<file path="config.mk">
export PLATFORM = sky130hd
export DESIGN_NAME = mem_access_unit
export DESIGN_NICKNAME = d
export VERILOG_FILES = /design/src/rtl/mem_access_unit.sv
export SDC_FILE = /design/constraint.sdc
export NUM_CORES = 1
export LEC_CHECK = 0
export ABC_AREA = 1
export BUFFER_PORTS_ARGS = -buffer_cell sky130_fd_sc_hd__buf_4
export CAP_MARGIN = 20
export CORE_ASPECT_RATIO = 0.8
export CORE_MARGIN = 8
export CORE_UTILIZATION = 57
export DETAILED_ROUTE_END_ITERATION = 10
export PLACE_DENSITY = 0.77
export SETUP_SLACK_MARGIN = 0.2
export SYNTH_ARGS = -nofsm -noshare
export SYNTH_HDL_FRONTEND = slang
export SYNTH_SLANG_ARGS = --single-unit
</file>
<file path="constraint.sdc">
create_clock -name CLK -period 2.2 [get_ports CLK]
set_input_delay 0.22 -clock CLK [delete_from_list [all_inputs] [get_ports CLK]]
set_output_delay 0.22 -clock CLK [all_outputs]
set_load 0.02 [all_outputs]
</file>
<file path="src/rtl/mem_access_unit.sv">
// mem_access_unit: load/store front-end for a byte-addressed, big-endian 32-bit data RAM.
// The RAM bus is documented with [32:1] numbering; here buses are [31:0], so byte offset 0
// occupies [31:24] and offset 3 occupies [7:0]. Sub-word stores are read-modify-write.
// The word buffer holds the word to be written and drives ram_writeData directly; it is
// zero whenever no write is in progress.
module mem_access_unit #(
    parameter logic [31:0] ADDR_MAX = 32'd63
) (
    input  logic        CLK,
    input  logic        Reset,
    input  logic        req_valid,
    output logic        req_ready,
    input  logic        req_write,
    input  logic [1:0]  req_size,
    input  logic        req_signed,
    input  logic [31:0] req_addr,
    input  logic [31:0] req_wdata,
    output logic        resp_valid,
    output logic [31:0] resp_rdata,
    output logic        resp_error,
    output logic [31:0] ram_Address,
    output logic [31:0] ram_writeData,
    output logic        ram_Read,
    output logic        ram_Write,
    input  logic [31:0] ram_dataOut
);

    typedef enum logic [1:0] {
        IDLE  = 2'd0,
        READ  = 2'd1,
        WRITE = 2'd2,
        RESP  = 2'd3
    } state_t;

    state_t      state_q;
    logic [31:0] addr_q;
    logic [1:0]  size_q;
    logic        signed_q;
    logic        write_q;
    logic [31:0] wdata_q;
    logic [31:0] wbuf_q;
    logic        req_ready_q;
    logic        resp_valid_q;
    logic        resp_error_q;
    logic [31:0] resp_rdata_q;
    logic [31:0] ram_address_q;
    logic        ram_read_q;
    logic        ram_write_q;

    logic [32:0] req_bytes_s;
    logic [32:0] req_end_s;
    logic        align_err_s;
    logic        range_err_s;
    logic        req_err_s;

    // Select the addressed big-endian lane of a RAM word and extend it to 32 bits.
    function automatic logic [31:0] load_extract(input logic [31:0] word, input logic [1:0] off,
                                                 input logic [1:0] size, input logic sgn);
        logic [7:0]  b;
        logic [15:0] h;
        logic [31:0] r;
        case (off)
            2'd0:    b = word[31:24];
            2'd1:    b = word[23:16];
            2'd2:    b = word[15:8];
            default: b = word[7:0];
        endcase
        if (off[1]) begin
            h = word[15:0];
        end else begin
            h = word[31:16];
        end
        case (size)
            2'b00:   r = {{24{sgn & b[7]}}, b};
            2'b01:   r = {{16{sgn & h[15]}}, h};
            default: r = word;
        endcase
        return r;
    endfunction

    // Replace the addressed lane(s) of a RAM word with right-justified store data.
    function automatic logic [31:0] store_merge(input logic [31:0] word, input logic [31:0] wd,
                                                input logic [1:0] off, input logic [1:0] size);
        logic [31:0] r;
        r = word;
        case (size)
            2'b00: begin
                case (off)
                    2'd0:    r[31:24] = wd[7:0];
                    2'd1:    r[23:16] = wd[7:0];
                    2'd2:    r[15:8]  = wd[7:0];
                    default: r[7:0]   = wd[7:0];
                endcase
            end
            2'b01: begin
                if (off[1]) begin
                    r[15:0] = wd[15:0];
                end else begin
                    r[31:16] = wd[15:0];
                end
            end
            default: r = wd;
        endcase
        return r;
    endfunction

    // Classify the incoming request: alignment, illegal size and RAM range.
    always_comb begin
        req_bytes_s = 33'd4;
        align_err_s = 1'b0;
        case (req_size)
            2'b00: begin
                req_bytes_s = 33'd1;
                align_err_s = 1'b0;
            end
            2'b01: begin
                req_bytes_s = 33'd2;
                align_err_s = req_addr[0];
            end
            2'b10: begin
                req_bytes_s = 33'd4;
                align_err_s = (req_addr[1:0] != 2'b00);
            end
            default: begin
                req_bytes_s = 33'd1;
                align_err_s = 1'b1;
            end
        endcase
        req_end_s   = {1'b0, req_addr} + req_bytes_s - 33'd1;
        range_err_s = (req_end_s > {1'b0, ADDR_MAX});
        req_err_s   = align_err_s | range_err_s;
    end

    // Control FSM with all outputs registered; async reset drops every RAM pin at once.
    always_ff @(posedge CLK or negedge Reset) begin
        if (!Reset) begin
            state_q       <= IDLE;
            addr_q        <= 32'h0000_0000;
            size_q        <= 2'b00;
            signed_q      <= 1'b0;
            write_q       <= 1'b0;
            wdata_q       <= 32'h0000_0000;
            wbuf_q        <= 32'h0000_0000;
            req_ready_q   <= 1'b1;
            resp_valid_q  <= 1'b0;
            resp_error_q  <= 1'b0;
            resp_rdata_q  <= 32'h0000_0000;
            ram_address_q <= 32'h0000_0000;
            ram_read_q    <= 1'b0;
            ram_write_q   <= 1'b0;
        end else begin
            case (state_q)
                IDLE: begin
                    if (req_valid) begin
                        addr_q      <= req_addr;
                        size_q      <= req_size;
                        signed_q    <= req_signed;
                        write_q     <= req_write;
                        wdata_q     <= req_wdata;
                        req_ready_q <= 1'b0;
                        if (req_err_s) begin
                            state_q      <= RESP;
                            resp_valid_q <= 1'b1;
                            resp_error_q <= 1'b1;
                            resp_rdata_q <= 32'h0000_0000;
                        end else if (req_write && (req_size == 2'b10)) begin
                            state_q       <= WRITE;
                            ram_write_q   <= 1'b1;
                            ram_address_q <= {req_addr[31:2], 2'b00};
                            wbuf_q        <= req_wdata;
                        end else begin
                            state_q       <= READ;
                            ram_read_q    <= 1'b1;
                            ram_address_q <= {req_addr[31:2], 2'b00};
                        end
                    end else begin
                        state_q <= IDLE;
                    end
                end
                READ: begin
                    ram_read_q <= 1'b0;
                    if (write_q) begin
                        state_q       <= WRITE;
                        ram_write_q   <= 1'b1;
                        ram_address_q <= {addr_q[31:2], 2'b00};
                        wbuf_q        <= store_merge(ram_dataOut, wdata_q, addr_q[1:0], size_q);
                    end else begin
                        state_q       <= RESP;
                        ram_address_q <= 32'h0000_0000;
                        resp_valid_q  <= 1'b1;
                        resp_error_q  <= 1'b0;
                        resp_rdata_q  <= load_extract(ram_dataOut, addr_q[1:0], size_q, signed_q);
                    end
                end
                WRITE: begin
                    state_q       <= RESP;
                    ram_write_q   <= 1'b0;
                    ram_address_q <= 32'h0000_0000;
                    wbuf_q        <= 32'h0000_0000;
                    resp_valid_q  <= 1'b1;
                    resp_error_q  <= 1'b0;
                    resp_rdata_q  <= 32'h0000_0000;
                end
                RESP: begin
                    state_q      <= IDLE;
                    resp_valid_q <= 1'b0;
                    req_ready_q  <= 1'b1;
                end
                default: begin
                    state_q       <= IDLE;
                    req_ready_q   <= 1'b1;
                    resp_valid_q  <= 1'b0;
                    ram_read_q    <= 1'b0;
                    ram_write_q   <= 1'b0;
                    ram_address_q <= 32'h0000_0000;
                    wbuf_q        <= 32'h0000_0000;
                end
            endcase
        end
    end

    assign req_ready     = req_ready_q;
    assign resp_valid    = resp_valid_q;
    assign resp_error    = resp_error_q;
    assign resp_rdata    = resp_rdata_q;
    assign ram_Address   = ram_address_q;
    assign ram_writeData = wbuf_q;
    assign ram_Read      = ram_read_q;
    assign ram_Write     = ram_write_q;

endmodule
</file>
# Yosys cells after proc, flatten, opt, wreduce, memory -nomap -nowiden
# Cells that the tools add are included.
# Widths: inputs -> output; s select.
[op_classes]
n_lt_le_gt_ge = 1
add_sub_neg = 2
bitwise_logic = 3
n_eq_ne = 15
reduce_logical = 17
muxes = 51
[ops]
columns = ["op", "n"]
rows = [
  ["$mux 32", 10],
  ["$pmux 32 s3", 3],
  ["$pmux 32 s2", 2],
  ["$mux 16", 5],
  ["$mux 8", 6],
  ["$add 32x33->33", 1],
  ["$gt 33x6->1 const B", 1],
  ["$sub 33x1->33 const B", 1],
  ["$pmux 8 s3", 1],
  ["$ne 2x2->1 const B", 7],
  ["$mux 1", 13],
  ["$pmux 1 s3", 3],
  ["$eq 2x1->1 const B", 4],
  ["$eq 2x2->1 const B", 4],
  ["$logic_not 2->1", 4],
  ["$pmux 2 s4", 1],
  ["$reduce_and 4->1", 2],
  ["$mux 2", 3],
  ["$pmux 3 s2", 1],
  ["$reduce_and 3->1", 2],
  ["$reduce_bool 2->1", 3],
  ["$reduce_and 5->1", 1],
  ["$pmux 1 s2", 2],
  ["$pmux 1 s4", 1],
  ["other kinds (6)", 8],
]
[word_totals]
elab_cells = 103
out_inout_bits = 101
input_bits = 103
ff_bits = 171

# Logic depth before layout (Yosys ltp)
[depth]
depth_word = 9
depth_mapped = 29
ltp_nobuf = 28

# Worst setup path before layout
# Ideal clock, no wire load.
[synth_path]
path_kind = "input to register"
from = "in req_size[1]"
to = "reg wbuf_q[10] (netlist: ram_writeData[10])"
slack_ns = -0.830
setup_ns = 0.117
arrival_time_ns = 2.913
n_path_buf = 1
stages = 29
path_cell_list = "inv_1 ha_1 inv_1 ha_1 inv_1 ha_1 inv_1 fa_1 inv_1 nand2_1 nand2_1 nand3_1 nand2_1 nand2_1 nand2_1 nand2_1 nand2_1 nand2_1 nor2_1 nand2_1 nor2_1 nand3_1 nor2_4 nand2_2 nand2_4 nand2_4 buf_6 nand2_1 nand2_1"
[synth_between]
elab_chain_len = 8
[synth_rtl]
columns = ["item", "line_no", "source"]
rows = [
  ["start: declaration", "14", "input logic [1:0] req_size,"],
  ["$eq 2x2->1 or $eq 2x1->1 (tied branches)", "111, 166", ""],
  ["$pmux 3 s2", "111", "case (req_size)"],
  ["$add 32x33->33", "129", "req_end_s = {1'b0, req_addr} + req_bytes_s - 33'd1;"],
  ["$sub 33x1->33", "129", ""],
  ["$gt 33x6->1", "130", "range_err_s = (req_end_s > {1'b0, ADDR_MAX});"],
  ["$or 1x1->1", "131", "req_err_s = align_err_s | range_err_s;"],
  ["$ne 2x2->1 (no source line)", "--", ""],
  ["$reduce_and 5->1 (no source line) (*)", "--", ""],
  ["end signal: assignment", "170", "wbuf_q <= req_wdata;"],
  ["end signal: assignment", "186", "wbuf_q <= store_merge(ram_dataOut, wdata_q, addr_q[1:0], size_q);"],
  ["end: declaration", "41", "logic [31:0] wbuf_q;"],
]
# Every way passes the cells marked *; elsewhere a longest branch is shown, timed or not.
# A chain may end at the register's enable or synchronous reset.

# Final worst setup path
[layout_path]
from = "in req_size[0]"
to = "reg resp_rdata_q[16] (netlist: resp_rdata[16])"
[layout_between]
elab_chain_len = 8
[layout_rtl]
columns = ["item", "line_no", "source"]
rows = [
  ["$eq 2x2->1 or $eq 2x1->1 (tied branches)", "111", ""],
  ["$pmux 3 s2", "111", ""],
  ["$add 32x33->33", "129", ""],
  ["$sub 33x1->33", "129", ""],
  ["$gt 33x6->1", "130", ""],
  ["$or 1x1->1 (*)", "131", ""],
  ["$ne 2x2->1 (no source line) (*)", "--", ""],
  ["$reduce_and 4->1 (no source line) (*)", "--", ""],
  ["end signal: assignment", "192", "resp_rdata_q <= load_extract(ram_dataOut, addr_q[1:0], size_q, signed_q);"],
  ["end: declaration", "45", "logic [31:0] resp_rdata_q;"],
]
# Marks and branches as above.

==> results by group <==
GRT
  – First-pass GRT wire length: 67,980 um
  – Vias in the first global route: 12.64k
  – Initial antenna violation count: 2
  – GRT Total Usage: between 30 and 40%
  – Grt total ovfl: 0
  – Largest net degree at the start of global routing: around 140

CTS
  – CTS H-tree lvls: 4
  – Reg clk slew, reported paths: 0.09 ns
  – CTS Buffer Depth: 2
  – TritonCTS clock tree: yes
  – Clock latency on the worst-skew pair: 0.45 ns
  – CTS root buffer: clkbuf_16
  – CTS Buf Count: 17
  – Num Clock Sinks: 169

Setup path
  – CP Max Fanout: 5
  – Reg2Reg Launch Point: addr_q[0]
  – Critical Path AT: 3.39 ns
  – Crit. End Element: flop
  – Reg-to-Reg End: resp_rdata[30]
  – Reg2reg setup slack: -0.21 ns
  – Crit path largest cell delay: about 0.33 ns
  – CP Launch Type: primary input
  – Delay-heaviest family, CP: simple AND/OR/NAND/NOR gates
  – Critical Setup Path Class: primary input to flop
  – Buf/Inv on CP: 9
  – WP data required: 2.58 ns
  – R2r worst-path depth: 10
  – Worst path slowest cell: ha_1

STA
  – RSZ-0062 raised after global routing: true
  – Final period utilization: 136.9%
  – Crit path time final: 3.012 ns
  – Pins Over Slew Limit: 0
  – Final worst slack: -0.8120 ns
  – Fmax achieved: 332.0 MHz
  – Slew HR: approximately 60%
  – Worst hold slack: between 0.002 and 0.0025 ns
  – Finish-stage setup viols: 100
  – Worst Skew: 0.01210 ns
  – Slew @ Worst Pin: roughly 0.59 ns
  – Fin. Hold Viols: 0

Placed design
  – Pre-CTS worst setup slack: -1.328 ns
  – Post-DP HPWL: 29,830 um
  – Placer Congestion: 1.027
  – Placed cell count: between 2k and 2.5k
  – Port Buffers: 201

Logic synthesis
  – EDFF count, synth: 0
  – Post-synthesis cell area: roughly 11,000 um2
  – Netlist cell types: between 40 and 50
  – Async SR Flop Fraction: 100.0%
  – Register area share after synthesis: 37.37%
  – Synth Warn #: 0
  – Primary FF master, synth: dfrtp_1
  – Synth Area per Inst: approximately 6.7 um2
  – Seq cells post-synth: approximately 170
  – Cell count after synthesis: 1,698

Pwr
  – Clock share of power: between 10% and 20%
  – Combinational Power Share: between 60% and 70%
  – Net load switching power: 11.49 mW
  – Leak Pwr: 8.513 nW
  – P_int: 11.85 mW
  – Power Dens Cells: 1490 nW/um2
  – Switching share of power: between 40 and 50%
  – Overall power: 23.34 mW
  – Peak supply drop: roughly 0.001 V
  – Sequential power share: 23.6%

Route
  – Antenna viol nets, final: 0
  – Via count: ~14k
  – Vias per inst: about 5.9
  – Iteration-0 DRC Markers: 1,934
  – DR WL/cell: 19.66 um
  – Post-route DRC: 0
  – DRT Wirelength: roughly 45,000 um
  – Drt first pass iters: 7

Worst hold path
  – WHS Path Cells: 3
  – HP Class: primary input to flop
  – Hold Crit Start: req_signed
  – Hold worst-path end: signed_q

Cells and area
  – Fin nets: 2,169
  – Area growth from synthesis to final layout: 38.37%
  – Post-Layout Cell Count: 2,301
  – Share of layout cells above drive strength 1: 25.49%

Outcome
  – Status: complete, but fails checks
  – Failing checks: negative setup slack

Floorplan
  – Core box area: between 15,000 and 20,000 um2
  – Io pins: 204
  – Die area: 24,650 um2
  – Starting Density: 57.68%
  – Core Rows: 46
  – Die Span X: 173.6 um
  – Chip height: 142.0 um

Run
  – Total of max-cap violations: 0
[flip-flops by register name, indices dropped and copies added, names as in the netlist, 2 cells and up]
name           flops
addr_q            32
ram_writeData     32
resp_rdata        32
wdata_q           32
ram_Address       30
size_q             2
state_q            2
[metal layers]
metal	global-route usage [%]	share of wire (%)	up-vias
met5	0	0.062	-
met4	11.32	3.3	4
met3	10.55	13	150
met2	49.70	43	938
met1	47.86	41	6397
li1	-	-	6136
[tightest hold or removal path, stage by stage]
cell,delay [ns]
buf_4,0.09
nand2_1,0.05
nand2_1,0.05
[cells in the final DEF (no fill, tap or decap), types with 5 or more instances in the layout]
cell,n
nand4_1,8
a221oi_1,9
buf_6,9
clkbuf_16,20
buf_4,339
nor2_1,87
inv_6,5
buf_16,7
nand2_2,39
buf_12,16
o21ai_2,17
o22ai_1,16
nand2_4,15
o211ai_1,11
ha_1,36
dfrtp_1,168
inv_1,226
clkinv_8,5
o21ai_1,11
o2111ai_1,8
nand2_8,5
inv_2,8
nand3_1,133
nand3_2,9
ha_4,6
o21ai_0,209
a21oi_1,57
and2_1,5
nand2_1,499
[worst max-delay path by stage]
stage,start,endpoint,slack [ns],depth (start not counted)
3_5_place_dp,req_size[0],ram_writeData[8],-1.33,29
5_1_grt,req_size[0],resp_rdata[16],-1.01,32
6_report,req_size[0],resp_rdata[16],-0.81,26
4_1_cts,req_size[0],ram_writeData[24],-0.62,30
3_3_place_gp,req_size[0],ram_writeData[10],-1.21,29
2_1_floorplan,req_size[0],ram_writeData[10],-0.76,29
[stage by stage]
step                      area [um2]  setup TNS [ns]  utilization, %
after CTS                      15360          -56.61           78.29
after global placement         14070         -111.17           71.67
after detailed placement       14070         -118.75           71.67
final                          15660          -69.05           79.80
after floorplan                11420          -70.09               -
after global routing           15660          -87.99           79.79
[synth_stat cells, types with 2 or more instances]
library cell    n  area share (%)
o211ai_1       11            0.73
nand3_1       141             6.2
nand4_1         8            0.44
o21ai_1        11            0.49
clkbuf_1       49             1.6
nand2_4         2            0.20
a211oi_1        4            0.27
nor2_1         89             3.0
nor3_1          4            0.18
nor2_2          2            0.11
buf_6           7            0.70
buf_4           6            0.40
o221ai_1        4            0.31
o2111ai_1       8            0.62
or2_1           2            0.11
nand3b_1        2            0.13
o22ai_1        16            0.88
nand2_1       550              18
dfrtp_1       168              37
buf_1          11            0.36
ha_1           42             4.6
nand3_2         2            0.18
inv_2           2           0.066
a21oi_1        58             2.6
clkinv_1        4            0.13
buf_2           3            0.13
and2_1          5            0.28
inv_1         235             7.8
a221oi_1        9            0.70
o21ai_0       226              10
o21a_1          2            0.13
[cell families after synthesis]
logic type	synth area share (%)
and+or+nand+nor	29.31
AOI/OAI and AO/OA	17.10
buffers and inverters	11.21
DFF	37.37
adders and majority gates	4.819
xor gates and xnor gates	0.1548
other	0.03313
[area by class of cell]
type	count	area, um2
multi-input combinational	1218	6315
inverter	241	924.6
clock inverter	15	175.2
sequential	169	4230
clock buffer	17	425.4
antenna	1	2.502
tap	264	330.3
timing repair buffer	376	3259
fill	1427	3964
[what timing repair did]
item	4_1_cts	5_1_grt
gates resized for setup	79	62
hold buffers	1	0
endpoints found under the hold margin	32	0
pin swaps	18	10
cloned	12	3
buffers inserted	14	4
setup endpoints to repair	100	100
[power groups by stage]
| stage | combinational (mW) | clock, mW | sequential, mW |
|---|---|---|---|
| 2_1_floorplan | 6.13 | 0 | 5.99 |
| 3_3_place_gp | 10.6 | 0 | 5.35 |
| 3_5_place_dp | 10.8 | 0 | 5.38 |
| 4_1_cts | 13.2 | 3.13 | 5.36 |
| 5_1_grt | 15.5 | 3.28 | 5.61 |
| 6_report | 14.7 | 3.17 | 5.50 |
Note: power is estimated with default switching activity, not from simulation.
